File: src/rtl/aes_dec_input_loader.sv
// rtl/aes_dec_input_loader.sv - byte-serial frame loader feeding the AES decryption core.
// Optional key reuse across frames is enabled by defining LOADER_KEY_REUSE_EN.
module aes_dec_input_loader #(
  parameter int TIMEOUT_CYCLES = 64,
  parameter int CT_BYTES       = 16
) (
  input  logic         clk,
  input  logic         reset,
  input  logic         in_valid,
  output logic         in_ready,
  input  logic [7:0]   in_data,
  input  logic         in_last,
  input  logic [1:0]   mode,
`ifdef LOADER_KEY_REUSE_EN
  input  logic         key_reuse,
`endif
  output logic [255:0] key_out,
  output logic [127:0] state_out,
  output logic [1:0]   mux_out,
  output logic         dec_reset,
  input  logic         dec_finish,
  output logic         busy,
  output logic         done,
  output logic         err_len,
  output logic         err_mode,
  output logic         err_timeout
);

  localparam int TW = ($clog2(TIMEOUT_CYCLES) > 8) ? $clog2(TIMEOUT_CYCLES) : 8;

  typedef enum logic [2:0] {
    S_IDLE,
    S_LOAD_KEY,
    S_LOAD_CT,
    S_DRAIN,
    S_RUN
  } state_t;

  state_t              r_state;
  state_t              w_next_state;
  logic [31:0][7:0]    r_key;
  logic [15:0][7:0]    r_ct;
  logic [1:0]          r_mux;
  logic [4:0]          r_key_idx;
  logic [3:0]          r_ct_idx;
  logic [TW-1:0]       r_tmo;
  logic                r_in_ready;
  logic                r_dec_reset;
  logic                r_done;
  logic                r_err_len;
  logic                r_err_mode;
  logic                r_err_timeout;

  logic                w_xfer;
  logic                w_done;
  logic                w_err_len;
  logic                w_err_mode;
  logic                w_err_timeout;
  logic                w_reuse_ok;
  logic                w_reuse_bad;
  logic                w_mode_err;
  logic [4:0]          w_key_last;
  logic                w_ct_last;
  logic                w_tmo_hit;

`ifdef LOADER_KEY_REUSE_EN
  logic r_key_valid;
  assign w_reuse_ok  = key_reuse && r_key_valid && (mode == r_mux);
  assign w_reuse_bad = key_reuse && !w_reuse_ok;
`else
  assign w_reuse_ok  = 1'b0;
  assign w_reuse_bad = 1'b0;
`endif

  assign w_xfer     = in_valid && r_in_ready;
  assign w_mode_err = (mode == 2'b11) || w_reuse_bad;
  assign w_ct_last  = (r_ct_idx == 4'(CT_BYTES - 1));
  assign w_tmo_hit  = (r_tmo == TW'(TIMEOUT_CYCLES - 1));

  always_comb begin
    case (r_mux)
      2'b00:   w_key_last = 5'd15;
      2'b01:   w_key_last = 5'd23;
      default: w_key_last = 5'd31;
    endcase
  end

  always_ff @(posedge clk or posedge reset) begin
    if (reset) r_state <= S_IDLE;
    else       r_state <= w_next_state;
  end

  always_comb begin
    w_next_state  = r_state;
    w_done        = 1'b0;
    w_err_len     = 1'b0;
    w_err_mode    = 1'b0;
    w_err_timeout = 1'b0;
    case (r_state)
      S_IDLE: begin
        if (w_xfer) begin
          if (w_mode_err) begin
            w_err_mode   = 1'b1;
            w_next_state = in_last ? S_IDLE : S_DRAIN;
          end else if (in_last) begin
            w_err_len    = 1'b1;
            w_next_state = S_IDLE;
          end else begin
            w_next_state = w_reuse_ok ? S_LOAD_CT : S_LOAD_KEY;
          end
        end
      end
      S_LOAD_KEY: begin
        if (w_xfer) begin
          if (in_last) begin
            w_err_len    = 1'b1;
            w_next_state = S_IDLE;
          end else if (r_key_idx == w_key_last) begin
            w_next_state = S_LOAD_CT;
          end
        end
      end
      S_LOAD_CT: begin
        if (w_xfer) begin
          if (w_ct_last) begin
            if (in_last) begin
              w_next_state = S_RUN;
            end else begin
              w_err_len    = 1'b1;
              w_next_state = S_DRAIN;
            end
          end else if (in_last) begin
            w_err_len    = 1'b1;
            w_next_state = S_IDLE;
          end
        end
      end
      S_DRAIN: begin
        if (w_xfer && in_last) w_next_state = S_IDLE;
      end
      S_RUN: begin
        // finish takes priority over a coincident timeout
        if (dec_finish) begin
          w_done       = 1'b1;
          w_next_state = S_IDLE;
        end else if (w_tmo_hit) begin
          w_err_timeout = 1'b1;
          w_next_state  = S_IDLE;
        end
      end
      default: w_next_state = S_IDLE;
    endcase
  end

  always_ff @(posedge clk or posedge reset) begin
    if (reset) begin
      r_in_ready    <= 1'b0;
      r_dec_reset   <= 1'b1;
      r_done        <= 1'b0;
      r_err_len     <= 1'b0;
      r_err_mode    <= 1'b0;
      r_err_timeout <= 1'b0;
    end else begin
      r_in_ready    <= (w_next_state != S_RUN);
      r_dec_reset   <= (w_next_state != S_RUN);
      r_done        <= w_done;
      r_err_len     <= w_err_len;
      r_err_mode    <= w_err_mode;
      r_err_timeout <= w_err_timeout;
    end
  end

  always_ff @(posedge clk or posedge reset) begin
    if (reset) begin
      r_key     <= '0;
      r_ct      <= '0;
      r_mux     <= 2'b00;
      r_key_idx <= 5'd0;
      r_ct_idx  <= 4'd0;
      r_tmo     <= '0;
`ifdef LOADER_KEY_REUSE_EN
      r_key_valid <= 1'b0;
`endif
    end else begin
      case (r_state)
        S_IDLE: begin
          if (w_xfer) begin
            r_ct     <= '0;
            r_ct_idx <= 4'd0;
            if (w_reuse_ok) begin
              r_ct[CT_BYTES-1] <= in_data;
              r_ct_idx         <= 4'd1;
            end else begin
              r_mux     <= mode;
              r_key     <= '0;
              r_key_idx <= 5'd1;
              if (!w_mode_err) r_key[31] <= in_data;
`ifdef LOADER_KEY_REUSE_EN
              r_key_valid <= 1'b0;
`endif
            end
          end
        end
        S_LOAD_KEY: begin
          if (w_xfer) begin
            r_key[5'd31 - r_key_idx] <= in_data;
            r_key_idx                <= r_key_idx + 5'd1;
`ifdef LOADER_KEY_REUSE_EN
            if (!in_last && (r_key_idx == w_key_last)) r_key_valid <= 1'b1;
`endif
          end
        end
        S_LOAD_CT: begin
          if (w_xfer) begin
            r_ct[4'd15 - r_ct_idx] <= in_data;
            r_ct_idx               <= r_ct_idx + 4'd1;
          end
        end
        default: ;
      endcase
      r_tmo <= (r_state == S_RUN) ? r_tmo + TW'(1) : '0;
    end
  end

  assign in_ready    = r_in_ready;
  assign key_out     = r_key;
  assign state_out   = r_ct;
  assign mux_out     = r_mux;
  assign dec_reset   = r_dec_reset;
  assign busy        = (r_state != S_IDLE);
  assign done        = r_done;
  assign err_len     = r_err_len;
  assign err_mode    = r_err_mode;
  assign err_timeout = r_err_timeout;

endmodule

File: config.mk
export PLATFORM = sky130hd
export DESIGN_NAME = aes_dec_input_loader
export DESIGN_NICKNAME = d
export VERILOG_FILES = /design/src/rtl/aes_dec_input_loader.sv
export SDC_FILE = /design/constraint.sdc
export NUM_CORES = 1
export LEC_CHECK = 0
export CORE_MARGIN = 4
export CORE_UTILIZATION = 45
export DETAILED_ROUTE_END_ITERATION = 10
export PLACE_DENSITY = 0.84
export SYNTH_ARGS = -nofsm -noshare
export SYNTH_HDL_FRONTEND = slang
export SYNTH_SLANG_ARGS = --single-unit
export TNS_END_PERCENT = 50
File: constraint.sdc
create_clock -name clk -period 15.4 [get_ports clk]
set_input_delay 2.31 -clock clk [delete_from_list [all_inputs] [get_ports clk]]
set_output_delay 2.31 -clock clk [all_outputs]
set_load 0.03 [all_outputs]
Word-level counts from Yosys, hierarchy flattened
Cells that the tools add are included.
- input bits: 15
- bits in registers: 412
- output and inout port bits: 393
- word-level logic and storage cells: 145
- eq/ne operators: 13
- reductions and logical operators: 12
- $lt $le $gt $ge: 4
- add/sub/neg operators: 5
- mux-type cells: 52
- operators with widths (kind ; count):
    $mux 256 ; 2
    $pmux 256 s2 ; 1
    $bwmux 256 ; 1
    $mux 128 ; 2
    $pmux 128 s2 ; 1
    $bwmux 128 ; 1
    $demux 8 s5 ; 1
    $mux 3 ; 11
    $demux 8 s4 ; 1
    $mux 8 ; 4
    $pmux 5 s2 ; 2
    $mux 1 ; 16
    $pmux 3 s5 ; 1
    $mux 5 ; 2
    $add 8x1->8 const B ; 1
    $eq 8x6->1 const B ; 1
    $mux 4 ; 2
    $pmux 4 s2 ; 1
    $eq 3x2->1 const B ; 2
    $lt 5x6->1 const B ; 1
    $ne 2x2->1 const B ; 3
    $reduce_and 3->1 ; 2
    $add 5x1->5 const B ; 1
    $eq 5x5->1 ; 1
    other kinds (20) ; 25

Longest topological paths before layout
- depth in word-level cells: 8
- gate-level depth with buffers: 8
- gate-level depth less buffers: 6

Worst setup path before layout
Ideal clock, no wire load.
- path type: input to register
- start point: input in_valid
- end point: register r_key, in the netlist key_out[192]
- data arrival time: 3465 ps
- library setup time: 79 ps
- data required time: 15321 ps
- stages: 6
- slack: 11856 ps
- path buffers: 2
- cells stage by stage: nor4bb_1 buf_4 buf_8 nand3_4 nor3_4 mux2i_1
- cells in the longest elaborated chain, start to end: 3
- elaborated cells between the ends (all ways): 4
- those cells by class: eq/ne: 2; reduce/logical: 2
- RTL lines (element ; RTL line ; source):
    start, declared ; 9 ; input logic in_valid,
    $logic_and 1x1->1 (*) ; 75 ; assign w_xfer = in_valid && r_in_ready;
    $ne 2x2->1 (no source line) ; -- ;
    $reduce_and 3->1 (no source line) (*) ; -- ;
    end signal, assigned by index ; 206 ; r_key[5'd31 - r_key_idx] <= in_data;
    end, declared ; 41 ; logic [31:0][7:0] r_key;
Mark *: on every way between the ends. The rest lies on a longest branch, timed or not.
A chain may end at the register's enable or synchronous reset.

Final worst setup path
- start point: input in_valid
- end point: register r_key, in the netlist key_out[89]
The elaborated chain is that of the path after synthesis.

==> impl_results.md <==
* Number of synthesized flops with an enable pin at 0
* Hold endpoint: state_out[51]
* Asr flop ratio synth at 100%
* Critical path's top delay family: buffers and inverters
* RD Place Congestion at approximately 0.84
* CTS root buffer: clkbuf_16
* Cell Area, Synth at ~16000 µm²
* Hold path start: state_out[51]
* Post-synthesis sequential area ratio at 64.6%
* First-pass GRT wire length at about 80000 µm
* Routed wire per std cell at 22.5 µm
* R2R cell count at 6
* Main flop type after synthesis: dfrtp_1
* Vias in the first global route at around 14000
* Gate count after technology mapping at around 1500
* Area Overhead vs Synth at 35.5%
* Final #Nets at approximately 1900
* DIE WIDTH at 196 µm
* DRT iter0 DRCs at 1106
* Clock sinks at 412
* Count of different cell masters after synthesis at slightly below 50
* Total number of vias at 13629
* Final setup violation count at 0
* CP Data Arrival Time at 5820 ps
* Routed WL at between 50000 and 60000 µm
* Post-route ant nets at 0
* Count leader, synth: dfrtp_1
* Largest net degree at the start of global routing at roughly 190
* Power per standard cell area at 124 nW/µm²
* Status: finished clean
* Setup_tns at 0 ps
* Drt pass-1 iters at 5
* Clk_lat worst skew at 550 ps
* Die span in y at a little under 200 µm
* DP Area at roughly 20000 µm²
* CTS max path bufs at 3
* Worst-Margin Slew at about 1200 ps
* Initial Util at between 40% and 50%
* Port Buffer Count at slightly above 400
* #FFs+latches synth at between 400 and 500
* Area of the multi-input gates at slightly above 5000 µm²
* Final Max Slew Viols at 0
* Synthesis Warnings at 0
* Finished Cell Area at ~22000 µm²
* Reg-to-Reg End: key_out[89]
* Setup CP Type: input port to flip-flop
* Area leader, netlist: dfrtp_1
* Share of cells above drive strength 1 at 5.49%
* Hold Crit Class: flip-flop to flip-flop
* # DRC at 0
* Number of CTS-inserted buffers at just over 40
* Max stage delay on crit path at 840 ps
* FILL cells at between 2000 and 3000
* Final hold violations at 0
* GRT Total Usage at a little over a quarter
* Synth top cells by count: 411 x dfrtp_1, 357 x o21ai_0, 242 x nand3_1, 211 x nand2_1, 70 x clkbuf_1
* Crit path top cell by count: buf_4
* Final Skew at between 20 and 25 ps
* Post-CTS Repair Setup Buffers at 0
* CP required at ~16000 ps
* Crit path launch type: input port
* Hold depth at 2
* Avg Cell Area, Syn at ~11 µm²
* Vias/cell at 5.79
* Critical-path top delay cell: buf_4
* Pleak at between 9 and 10 nW
* Die ar. at between 30000 and 40000 µm²
* CP Cell Sequence: clkdlybuf4s50_1, and3b_1, nand2_4, buf_4, buf_4, nand3_1, o21ai_0
* H-tree levels at 2
* Yosys top cell area share at 64.4%
* Crit path buffers/inverters at 3
* Initial antenna violation count at 1
* DP HPWL at about 35000 µm
* Max-cap violations at 0
* Clock-pin slew on the worst setup and hold paths at roughly 60 ps
* R2R Path Start: r_state[2]
* Top post-synthesis cells by area: dfrtp_1 64%, o21ai_0 11%, nand3_1 7.6%
* Ports at 408
* Worst slew margin at between 20% and 30%
* Row Count at 68
* GR Overflow Total at 0
* CTS tree: built
* Max Clk Rate at 186 MHz
* Mapped Nets at ~1500
* Hold buffer count at cts at 0
* Register area at between 10000 and 15000 µm²
* # resized after CTS at 0
* Period utilisation layout at about a third
* RSZ-0062 raised after global routing: no
* Crit path max fanout at 94
* Core area at 34800 µm²
* VDD IR max at 0.0985 mV
* Period minus WS final at 5390 ps
* R2R setup slack at 11750 ps
* Worst setup EP type: flip-flop
## cell families after synthesis
| logic type | Yosys count | synth area share [%] |
|---|---|---|
| flip-flops | 412 | 64.6 |
| buffers and inverters | 121 | 3.28 |
| XOR/XNOR | 10 | 0.549 |
| adder cells (fa/ha/maj) | 9 | 0.706 |
| multiplexers | 25 | 1.57 |
| AND/OR/NAND/NOR | 543 | 16.5 |
| AO/OA/AOI/OAI | 394 | 12.8 |
## worst max-delay path by stage
stage	start	to	slack (ps)	cells past startpoint
6_report	in_valid	key_out[89]	10010	7
5_1_grt	in_valid	key_out[90]	9800	7
4_1_cts	in_valid	key_out[89]	10080	7
3_5_place_dp	in_valid	key_out[89]	9520	7
3_3_place_gp	in_valid	key_out[32]	9620	7
2_1_floorplan	reset	done	1630	1
## placed cells by master (no fill, tap or decap), types with 5 or more instances in the layout
cell type,n
dfrtp_1,411
clkdlybuf4s50_1,407
o21ai_0,357
nand3_1,242
nand2_1,210
clkbuf_16,43
mux2i_1,25
nor2_1,19
o21ai_1,16
buf_4,14
and3_1,12
clkinv_2,12
nand4b_1,11
and3b_1,9
ha_1,9
nand4_1,8
clkbuf_8,8
o21ai_2,7
xor2_1,7
nor2b_1,5
inv_1,5
nor3b_1,5
clkbuf_1,5
## registers in the layout, indices dropped and copies added, names as in the netlist
name,cells
dec_reset,1
done,1
err_len,1
err_mode,1
err_timeout,1
in_ready,1
key_out,256
mux_out,2
r_ct_idx,4
r_key_idx,5
r_state,3
r_tmo,8
state_out,128
## layer usage
layer	wire, µm	track usage, %
met5	0	0
met4	2030	10.1
met3	5960	8.38
met2	25200	43.3
met1	19800	33.9
## where the power goes
group | total (mW) | internal, mW | switching, mW | leakage [nW]
Sequential | 1.17 | 1.13 | 0.0407 | 5.72
Combinational | 0.528 | 0.133 | 0.395 | 2.80
Clock | 0.988 | 0.566 | 0.422 | 0.663
Total | 2.69 | 1.83 | 0.858 | 9.19
## through the flow
| step | util [%] | power, mW | worst slack, ps | hold slack [ps] | cells |
|---|---|---|---|---|---|
| floorplan | - | 1.48 | 1630 | 425 | 1514 |
| global placement | 58.3 | 1.70 | 9620 | 448 | 2276 |
| global route | 62.1 | 2.78 | 9800 | 499 | 2352 |
| finish | 62.1 | 2.69 | 10010 | 481 | 2352 |
| CTS | 62.1 | 2.70 | 10080 | 483 | 2351 |
| detailed placement | 58.3 | 1.71 | 9520 | 469 | 2277 |
## area by class of cell
type / count / share of cell area, %
diodes: 1 / 0.0116
multi-input cells: 981 / 23.9
clock inverters: 18 / 0.602
flip-flops and latches: 412 / 47.7
repair buffers: 423 / 19.5
clock buffers: 56 / 5.57
well taps: 455 / 2.63
inverters: 6 / 0.139
## worst register-to-register path, stage by stage, from the launching register on
cell and delay [ps]:
dfrtp_1 640, nor2_1 180, nand2_4 750, buf_4 770
buf_4 840, nand3_1 220, o21ai_0 150
Power figures use the tool's default switching activity.
